### src/rtl/mem_arb_pkg.sv
// Shared types for the memory port arbiter: one-hot FSM states and requester IDs.
package mem_arb_pkg;
  typedef enum logic [3:0] {
    S_IDLE  = 4'b0001,
    S_ISSUE = 4'b0010,
    S_WAIT  = 4'b0100,
    S_RESP  = 4'b1000
  } state_t;

  localparam logic [2:0] REQ_NONE = 3'b000;
  localparam logic [2:0] REQ_DM   = 3'b001;
  localparam logic [2:0] REQ_IF   = 3'b010;
  localparam logic [2:0] REQ_DBG  = 3'b100;
endpackage

### src/rtl/mem_arb_pick.sv
// Combinational grant picker: fixed DM > IF > DBG priority, with a starvation
// override that hands the grant to DBG.
module mem_arb_pick
  import mem_arb_pkg::*;
(
  input  logic       i_dm_req,
  input  logic       i_if_req,
  input  logic       i_dbg_req,
  input  logic       i_starve_hit,
  output logic [2:0] o_grant
);
  always_comb begin
    o_grant = REQ_NONE;
    if (i_dbg_req && i_starve_hit) o_grant = REQ_DBG;
    else if (i_dm_req)             o_grant = REQ_DM;
    else if (i_if_req)             o_grant = REQ_IF;
    else if (i_dbg_req)            o_grant = REQ_DBG;
  end
endmodule

### src/rtl/mem_port_arbiter.sv
// Single-port memory arbiter for DM, IF and DBG requesters. One access at a
// time; all outputs are registered off the next state.
module mem_port_arbiter
  import mem_arb_pkg::*;
#(
  parameter int ADDR_W     = 32,
  parameter int DATA_W     = 32,
  parameter int MEM_LAT    = 2,
  parameter int STARVE_MAX = 4
) (
  input  logic              clk,
  input  logic              reset,
  input  logic              i_dm_req,
  input  logic              i_dm_we,
  input  logic [ADDR_W-1:0] i_dm_addr,
  input  logic [DATA_W-1:0] i_dm_wdata,
  output logic              o_dm_ack,
  input  logic              i_if_req,
  input  logic [ADDR_W-1:0] i_if_addr,
  output logic              o_if_ack,
  input  logic              i_dbg_req,
  input  logic              i_dbg_we,
  input  logic [ADDR_W-1:0] i_dbg_addr,
  input  logic [DATA_W-1:0] i_dbg_wdata,
  output logic              o_dbg_ack,
  output logic [DATA_W-1:0] o_rdata,
  output logic              o_busy,
  output logic              o_mem_en,
  output logic              o_mem_we,
  output logic [ADDR_W-1:0] o_mem_addr,
  output logic [DATA_W-1:0] o_mem_wdata,
  input  logic [DATA_W-1:0] i_mem_rdata
);
  localparam logic [3:0] LAT_LOAD   = 4'(MEM_LAT - 1);
  localparam logic [3:0] STARVE_TOP = 4'(STARVE_MAX);

  state_t            r_state, w_next;
  logic [2:0]        r_win, w_grant;
  logic              r_we, w_any, w_starve_hit;
  logic [3:0]        r_lat, r_starve;
  logic              w_sel_we;
  logic [ADDR_W-1:0] w_sel_addr;
  logic [DATA_W-1:0] w_sel_wdata;

  assign w_starve_hit = (r_starve == STARVE_TOP);
  assign w_any        = |w_grant;

  mem_arb_pick u_pick (
    .i_dm_req     (i_dm_req),
    .i_if_req     (i_if_req),
    .i_dbg_req    (i_dbg_req),
    .i_starve_hit (w_starve_hit),
    .o_grant      (w_grant)
  );

  always_comb begin
    w_sel_we    = 1'b0;
    w_sel_addr  = '0;
    w_sel_wdata = '0;
    case (w_grant)
      REQ_DM:  begin w_sel_we = i_dm_we;  w_sel_addr = i_dm_addr;  w_sel_wdata = i_dm_wdata;  end
      REQ_IF:  w_sel_addr = i_if_addr;
      REQ_DBG: begin w_sel_we = i_dbg_we; w_sel_addr = i_dbg_addr; w_sel_wdata = i_dbg_wdata; end
      default: ;
    endcase
  end

  always_comb begin
    w_next = r_state;
    case (r_state)
      S_IDLE:  if (w_any) w_next = S_ISSUE;
      S_ISSUE: w_next = r_we ? S_RESP : S_WAIT;
      S_WAIT:  if (r_lat == '0) w_next = S_RESP;
      S_RESP:  w_next = S_IDLE;
      default: w_next = S_IDLE;
    endcase
  end

  always_ff @(posedge clk or posedge reset) begin
    if (reset) r_state <= S_IDLE;
    else       r_state <= w_next;
  end

  always_ff @(posedge clk or posedge reset) begin
    if (reset) begin
      r_win       <= REQ_NONE;
      r_we        <= 1'b0;
      r_lat       <= '0;
      r_starve    <= '0;
      o_mem_en    <= 1'b0;
      o_mem_we    <= 1'b0;
      o_mem_addr  <= '0;
      o_mem_wdata <= '0;
      o_rdata     <= '0;
      o_busy      <= 1'b0;
      o_dm_ack    <= 1'b0;
      o_if_ack    <= 1'b0;
      o_dbg_ack   <= 1'b0;
    end else begin
      // Request fields are captured once at arbitration and held for the access.
      if (r_state == S_IDLE) begin
        if (w_any) begin
          r_win       <= w_grant;
          r_we        <= w_sel_we;
          o_mem_addr  <= w_sel_addr;
          o_mem_wdata <= w_sel_wdata;
        end
        if (!i_dbg_req || w_grant == REQ_DBG) r_starve <= '0;
        else if (w_any && !w_starve_hit)      r_starve <= r_starve + 4'd1;
      end
      if (r_state == S_ISSUE)                 r_lat <= LAT_LOAD;
      else if (r_state == S_WAIT && r_lat != '0) r_lat <= r_lat - 4'd1;
      if (r_state == S_WAIT && r_lat == '0)   o_rdata <= i_mem_rdata;
      o_mem_en <= (w_next == S_ISSUE);
      o_mem_we <= (w_next == S_ISSUE) && w_sel_we;
      o_busy   <= (w_next != S_IDLE);
      {o_dbg_ack, o_if_ack, o_dm_ack} <= (w_next == S_RESP) ? r_win : REQ_NONE;
    end
  end
endmodule
### config.mk
export PLATFORM = sky130hd
export DESIGN_NAME = mem_port_arbiter
export DESIGN_NICKNAME = d
export VERILOG_FILES = /design/src/rtl/mem_arb_pkg.sv /design/src/rtl/mem_arb_pick.sv /design/src/rtl/mem_port_arbiter.sv
export SDC_FILE = /design/constraint.sdc
export NUM_CORES = 1
export LEC_CHECK = 0
export ABC_CLOCK_PERIOD_IN_PS = 4710
export CAP_MARGIN = 20
export CORE_MARGIN = 5
export CORE_UTILIZATION = 39
export DETAILED_ROUTE_END_ITERATION = 6
export PLACE_DENSITY = 0.82
export SLEW_MARGIN = 20
export SYNTH_ARGS = -nofsm -noshare
export SYNTH_HDL_FRONTEND = slang
export SYNTH_SLANG_ARGS = --single-unit
### constraint.sdc
create_clock -name clk -period 4.71 [get_ports clk]
set_clock_uncertainty 0.05 [all_clocks]
set_input_delay 1.1775 -clock clk [delete_from_list [all_inputs] [get_ports clk]]
set_output_delay 1.1775 -clock clk [all_outputs]
set_load 0.03 [all_outputs]
==> results.cfg <==
[sta]
slew_headroom_pct = 58.0
fmax_mhz = 316
hold_viol = 0
finalCriticalPeriod_ns = 3.16
rsz0062_at_grt = false
final.setup.worst_slack_ns = 1.55
setup_viol_count_final = 0
tns_ns = 0
worst_slew_pin_slew_ns = 0.629
drv_slew = 0
period_share_pct = 67.2

[min_path]
min_from = o_mem_addr[13]$_DFFE_PP0P_
min_path_type = flip-flop to flip-flop

[pwr]
p_comb_share_pct = 49.5
internal-power_mw = 3.61
vdd_ir_drop_max_mv = 0.291
clockPowerShare_pct = 21.4
pwr-share-seq_pct = 29.1
p_per_area_nw_per_um2 = 677
p_leak_nw = 3.77
swShare_pct = 41.0
switchingPower_mw = 2.51

[routing]
dr.pass1.iters = 5
antenna_left = 0
viasPerCell = 5.21
drc = 0
vias = 5027
wl_um = 17700
wire_per_inst_um = 18.3
dr.first_iter.drc_count = 211

[logic_synthesis]
synth_cells = 489
ys_types = 39
synth_nets = 692
ys_async_sr_fraction_pct = 100
synth_top_cell_area_share_pct = 55.0
ys_dominant_reg_cell = dfrtp_1
ys_seq_area_share_pct = 55.4
ys_ff_latch = 118
yosysTopAreaCell = dfrtp_1
yosys-top-cells-area = dfrtp_1 (55%), mux2_1 (6.3%), a221oi_1 (5.3%), a2bb2oi_1 (5.3%), nor2_1 (5.0%)
synthTopCellsByCount = dfrtp_1 (117), nor2_1 (71), nand2_1 (44)
syn-cell-area_um2 = 5330
yosys_warnings = 0
synth_most_common_cell = dfrtp_1
avgSynthCellArea_um2 = 10.9
synth_edf_count = 0

[clock_tree]
ctsResizeCount = 0
cts_htree_levels = 4
hold_buffers = 0
clk_latency_ns = 0.40
root_buffer = clkbuf_16
cts_buffer_depth = 2
cts.clk_slew.worst_paths_ns = 0.05
cts_setup_buffers = 0
tritoncts = done
numCtsBuffers = 17
cts_sinks = 118

[global_route]
grt_max_degree = 63
grt_pass1_vias = 5422
globalRouteOverflowTotal = 0
grt_usage_pct = 21.9
grt_pass1_wl_um = 28100
antenna_found_initial = 0

[critical_path]
worst_setup_path_end_kind = flip-flop
max_stage_delay_ns = 0.61
start_kind = primary input
cp.required_ns = 4.93
r2r_slack_ns = 2.38
path_max_fanout = 44
crit_start = i_dm_req
worst-setup-path-type = primary input to flip-flop
cp_cell_sequence = clkdlybuf4s50_1 > nor3_1 > nand2b_4 > inv_2 > or3_1
worstPathArrival_ns = 3.38
crit-reg2reg-launch = r_state[0]$_DFF_PP1_
slowest_stage = clkdlybuf4s50_1

[placement]
dp_slack_ns = 1.16
dpl_cell_area_um2 = 8420
place_congestion = 0.867
portBuffers = 300
dpl.hpwl_um = 13800

[floorplan]
core_um2 = 13300
die_w_um = 127
dieArea_um2 = 16100
initial_core_util_pct = 40.1
rows = 42
die_y_um = 127
ios = 301

[final_layout]
nets = 978
drive_above_1_share_pct = 6.85
area_growth_pct = 69.6
final_cell_area_um2 = 9030
diodes = 0

[status]
status = completed

[run]
maxCapViolCount = 0
==> placed cells by master, fill, tap and decap left out, types with 2 or more instances in the layout <==
master	Yosys	routed
a2bb2oi_1	32	32
nor2b_2	0	2
ha_1	4	4
xor2_1	2	2
nor3_1	3	3
a21oi_1	3	3
inv_6	0	3
o21ai_0	36	36
inv_1	11	10
nor2b_1	4	2
clkbuf_16	0	17
nand3_1	4	4
dfrtp_1	117	117
nor2_1	71	71
nand2_1	44	44
buf_4	3	7
clkdlybuf4s50_1	0	300
a22oi_1	33	33
a221oi_1	32	32
nor4b_4	2	2
mux2_2	2	2
o22ai_1	2	2
clkinv_4	0	4
bufinv_16	0	3
mux2_1	30	30
clkinv_2	0	3
==> metrics by stage <==
step                hold WS [ns]  std cells  total power, mW  util (%)
floorplan                  0.383        489             3.53         -
global placement           0.398        932             4.73      63.3
detailed placement         0.421        932             4.84      63.3
CTS                        0.432        964             6.18      67.9
global route               0.452        964             6.47      67.9
finish                     0.423        964             6.12      67.9
==> layout make-up <==
class | count | area, µm²
clock buffer | 18 | 439
clock inverter | 14 | 174
fill | 990 | 4260
inverter | 12 | 47.5
multi-input combinational | 318 | 2120
sequential | 118 | 2950
tap | 176 | 220
timing repair buffer | 308 | 3080
==> logic make-up (layout without fill, tap and decap cells) <==
kind of cell | after synthesis | in the layout | share of synthesized area, %
flops | 118 | 118 | 55.4
fa+ha+maj | 4 | 4 | 0.939
mux | 32 | 32 | 6.76
simple gates | 135 | 135 | 11.5
buf+inv | 53 | 352 | 4.96
compound gates | 144 | 144 | 19.9
xor+xnor | 3 | 3 | 0.493
==> worst paths after layout <==
check,to,cells after the start
worst min register to register,o_mem_addr[13]$_DFFE_PP0P_,2
worst min-delay path,o_mem_addr[13]$_DFFE_PP0P_,2
min in group asynchronous,o_rdata[3]$_DFFE_PP0P_,2
worst max register to register,o_mem_wdata[5]$_DFFE_PP0P_,5
max in group asynchronous,o_mem_wdata[17]$_DFFE_PP0P_,3
worst max-delay path,o_busy$_DFF_PP0_,5
==> critical path: cells and delay by family <==
family,cells,cell delay [ns]
simple gates,3,1.16
buf+inv,2,1.00
==> routing by layer <==
| metal | GRT usage (%) | vias up | routed length, µm |
|---|---|---|---|
| met5 | 0 | - | 0 |
| li1 | - | 2353 | - |
| met3 | 8.03 | 27 | 1690 |
| met2 | 39.9 | 262 | 9140 |
| met1 | 23.3 | 2385 | 6530 |
| met4 | 7.38 | 0 | 309 |
==> sequential cells by signal, indices dropped and copies added (netlist names), 3 cells and up <==
name,count
o_mem_addr,32
o_mem_wdata,32
o_rdata,32
r_lat,4
r_starve,4
r_state,4
r_win,3
==> power by group through the flow <==
stage	clock, mW	sequential, mW	combinational, mW
floorplan	0	2.59	0.933
global placement	0	1.76	2.97
detailed placement	0	1.79	3.05
CTS	1.34	1.78	3.06
global route	1.39	1.84	3.24
finish	1.31	1.78	3.03
Power figures use the tool's default switching activity.
==> RTL change 1, RTL diff (same flow settings) <==
Make the reset (`reset`) synchronous in 2 clocked blocks.
--- a/src/rtl/mem_port_arbiter.sv
+++ b/src/rtl/mem_port_arbiter.sv
@@ -78,3 +78,3 @@
 
-  always_ff @(posedge clk or posedge reset) begin
+  always_ff @(posedge clk) begin
     if (reset) r_state <= S_IDLE;
@@ -83,3 +83,3 @@
 
-  always_ff @(posedge clk or posedge reset) begin
+  always_ff @(posedge clk) begin
     if (reset) begin
Check against the original RTL: differs if reset is asserted again (counterexample within 4 cycles, from zero or initial values and one cycle with reset high); with reset held inactive, the same outputs for 10 cycles.
==> RTL change 1 against the unedited design <==
Sequential share of layout area down 7.4 points. Sequential cell count stayed put. Setup slack better by 0.14 ns. Routed wire length is 25% higher. Synthesized area up 6.6%. Final area rose by 3.2%. First-iteration DRC count up 92%. Critical path type unchanged. Highest routed layer unchanged.
Power is not compared: it rests on default switching activity, and its combinational part moved more than twofold at a synthesized area within 25%.
==> RTL change 1: results (changes against the unedited design) <==
yosysSeqAreaShare_pct: 41.58  # -14 points
ctsResizeCount: 0  # unchanged
syn_area_per_cell_sq_um: 8.082  # -26%
track_usage_pct: 24.18  # +2.3 points
synthMuxAreaShare_pct: 0  # -6.8 points
vias: 6539  # +30%
ys.flop_type: "dfxtp_1"
hold_end: "r_win[0]$_SDFFE_PP0P_"
status: "finished clean"
drtIter0Drc: 406  # +92%
synth_warnings: 0  # unchanged
cts-root-buf: "clkbuf_16"
min_from: "r_win[0]$_SDFFE_PP0P_"
finalNetCount: 1146  # +17%
grt_pass1_vias: 6117  # +13%
synth_xor_area_share_pct: 0  # -0.49 points
syn-num-nets: 905  # +31%
cp_max_fo: 63  # +43%
startpoint: "i_dbg_req"
routedWlPerCell_um: 19.29  # +5.2%
drive_above_1_share_pct: 5.434  # -1.4 points
r2r_end: "o_mem_addr[14]$_SDFFE_PP0P_"
max_slew_margin_pct: 29.70  # -28 points
numCtsBuffers: 17  # unchanged
grt_pass1_wl_mm: 32.22  # +15%
clk_pin_slew_ns: 0.06
synthAdderAreaFrac_pct: 0.6606  # -0.28 points
synth.distinct_cells: 34  # -13%
p_leak_nw: 3.260
reg2reg_depth: 6  # +1
synth_common_cells: "dfxtp_1, a21oi_1, o21ai_0"
synth_compound_area_share_pct: 33.98  # +14 points
antenna_found_initial: 0  # unchanged
r2r_setup_slack_ns: 2.44  # +0.06 ns
synth_area_leaders: "dfxtp_1, a311oi_1, a21oi_1, o21ai_0, nand3_1"
hpwl_mm: 15.22  # +11%
routed_wl_mm: 22.03  # +25%
port_buffers: 300  # unchanged
grt_max_degree: 99  # +57%
async_flop_share_pct: 0  # -100 points
holdCritPathClass: "reg2reg"
r2r_start: "r_starve[0]$_SDFFE_PP0P_"
gp_congestion: 0.8400  # -3.1%
cts_setup_buffers: 0  # unchanged
cp.arrival_ns: 3.29  # -0.09 ns
htree_levels: 4  # unchanged
RTL change 1: changes by cell type after synthesis, sizes merged, moves of 65 or more:
cell    delta
dfxtp    +118
dfrtp    -117
a21oi    +102
o21ai     +67
a311oi    +65
nor2      -65
RTL change 1: routing by layer:
metal | vias to the layer above | routed length [um] | global-route usage [%]
met5 | - | 0 | 0
met4 | 0 | 874 | 11.49
met3 | 53 | 2033 | 7.927
met2 | 292 | 10470 | 40.29
met1 | 3060 | 8652 | 28.08
li1 | 3134 | - | -
RTL change 1: final cells by class:
type,count,area [sq um]
Antenna cell,1,2.502
Inverter,6,22.52
Sequential cell,118,2362
Fill cell,1233,5105
Clock inverter,10,152.6
Timing Repair Buffer,311,3128
Clock buffer,22,454.2
Multi-Input combinational cell,490,2967
Tap cell,184,230.2
RTL change 1: worst max-delay path by stage:
stage | endpoint | slack [ns] | depth (start not counted)
after CTS | o_mem_addr[11]$_SDFFE_PP0P_ | 1.66 | 5
after detailed placement | r_we$_SDFFE_PP0P_ | 1.25 | 5
after global placement | o_mem_addr[18]$_SDFFE_PP0P_ | 1.32 | 5
after floorplan | o_mem_addr[10]$_SDFFE_PP0P_ | 2.31 | 6
final | o_mem_addr[14]$_SDFFE_PP0P_ | 1.68 | 5
after global routing | o_mem_wdata[29]$_SDFFE_PP0P_ | 1.52 | 5
RTL change 1: critical path, cell delays in order:
cell and delay (ns):
clkdlybuf4s50_1 0.58, and4b_2 0.74, buf_12 0.33, o21ai_0 0.13, a311oi_1 0.29
RTL change 1: logic make-up (layout without fill, tap and decap cells):
family	after synthesis	count (layout)
AOI/OAI and AO/OA	316	316
adders and majority gates	3	3
buffers and inverters	95	349
DFF	118	118
other	0	1
and+or+nand+nor	171	171
RTL change 1: report_power, final:
part / switching, mW / total [mW] / internal (mW)
Combinational: 0.571 / 1.04 / 0.470
Sequential: 0.0650 / 1.18 / 1.12
Clock: 0.445 / 1.34 / 0.893
RTL change 1: through the flow:
| step | hold WS [ns] | power [mW] | area, sq um | setup slack (ns) |
|---|---|---|---|---|
| global placement | 0.4057 | 2.229 | 8710 | 1.323 |
| floorplan | 0.3944 | 1.746 | 5682 | 2.310 |
| global route | 0.4432 | 3.700 | 9316 | 1.516 |
| CTS | 0.4229 | 3.583 | 9316 | 1.658 |
| detailed placement | 0.4141 | 2.242 | 8710 | 1.250 |
| finish | 0.4229 | 3.561 | 9319 | 1.682 |
==> RTL change 2, RTL diff (config.mk and constraints unchanged) <==
Made on the original files. `ADDR_W`: 32 -> 28.
--- a/src/rtl/mem_port_arbiter.sv
+++ b/src/rtl/mem_port_arbiter.sv
@@ -5,3 +5,3 @@
 #(
-  parameter int ADDR_W     = 32,
+  parameter int ADDR_W     = 28,
   parameter int DATA_W     = 32,
Interface: changed (resized i_dbg_addr, i_dm_addr, i_if_addr and o_mem_addr); port bits go from 301 to 285. No check against the original RTL was run, so the function may have changed too.
==> RTL change 2 against the unedited design <==
Synthesized area is 0.68% lower. Critical path depth stayed put. Setup slack better by 0.20 ns. Utilization is 1.9 points lower. Maximum frequency is 6.7% higher. Power is 2.7% lower. Sequential cell count is 4 lower. Critical endpoint is now o_mem_addr[7]$_DFFE_PP0P_. Die area is 0.63% lower. Cell count is 3.9% lower. Clock power is 8% lower. Final area is 2.8% lower. Register-to-register slack worse by 0.05 ns. Routed wire length is 7.7% lower.
==> RTL change 2: results (changes against the unedited design) <==
dpl_cell_area_sq_mm: 0.008198  # -2.6%
yosysSeqAreaShare_pct: 53.94  # -1.5 points
numPlacedInstances: 894  # -4.1%
vias: 4731  # -5.9%
track_usage_pct: 20.31  # -1.6 points
pg_clk_mw: 1.21  # -8%
reg_top3: "o_mem_wdata x32, o_rdata x32, o_mem_addr x28"
grt_pass1_vias: 5172  # -4.6%
syn-num-nets: 656  # -5.2%
tightest_slew_ns: 0.7570  # +0.1277 ns
seq_area_share_pct: 32.49  # -0.21 points
synth_compound_area_share_pct: 19.20  # -0.69 points
finalNetCount: 928  # -5.1%
gp_congestion: 0.8177  # -5.7%
synth_common_cells: "dfrtp_1, nor2_1, nand2_1"
post-route-cell-area_sq_mm: 0.008783  # -2.8%
routed_wl_mm: 16.31  # -7.7%
syn_area_per_cell_sq_um: 11.38  # +4.4%
cp_max_fo: 62  # +41%
drtIter0Drc: 152  # -28%
p_comb_share_pct: 50.6  # +1.1 points
route.met3.wl_mm: 1.281  # -24%
grt.met1_usage_pct: 22.18  # -1.1 points
grt_util_met2_pct: 35.74  # -4.1 points
synthAdderAreaFrac_pct: 0.9459  # +0.0064 points
place_ws_ns: 1.319  # +0.1600 ns
multi_input_area_sq_mm: 0.002193  # +3.3%
drt-met1-wl_mm: 5.960  # -8.7%
synth_area_leaders: "dfrtp_1, mux2_4, nor2_1, a2bb2oi_1, a221oi_1"
clk_share_pct: 6.581  # -0.21 points
num-nonclk-buffers: 291  # -5.5%
cp_slowest_cell: "buf_4"
status: "finished clean"
routedWlPerCell_um: 17.61  # -3.9%
synth_cells: 465  # -4.9%
[RTL change 2: cell count changes in the layout (fill, tap and decap cells not counted), moves of 5 or more]
cell,delta
a221oi_1,-7
a221oi_2,+7
clkdlybuf4s50_1,-16
mux2_1,-30
mux2_4,+30
nand2_1,-5
[RTL change 2: worst paths after layout]
kind	from	cells past startpoint	slack, ns	endpoint
min in group asynchronous	reset	2	1.25	o_mem_wdata[7]$_DFFE_PP0P_
max in group asynchronous	reset	3	2.61	o_mem_addr[6]$_DFFE_PP0P_
worst max register to register	r_state[0]$_DFF_PP1_	5	2.33	o_mem_wdata[20]$_DFFE_PP0P_
worst min register to register	o_mem_addr[12]$_DFFE_PP0P_	2	0.42	o_mem_addr[12]$_DFFE_PP0P_
worst max-delay path	i_dbg_req	5	1.74	o_mem_addr[7]$_DFFE_PP0P_
worst min-delay path	o_mem_addr[12]$_DFFE_PP0P_	2	0.42	o_mem_addr[12]$_DFFE_PP0P_
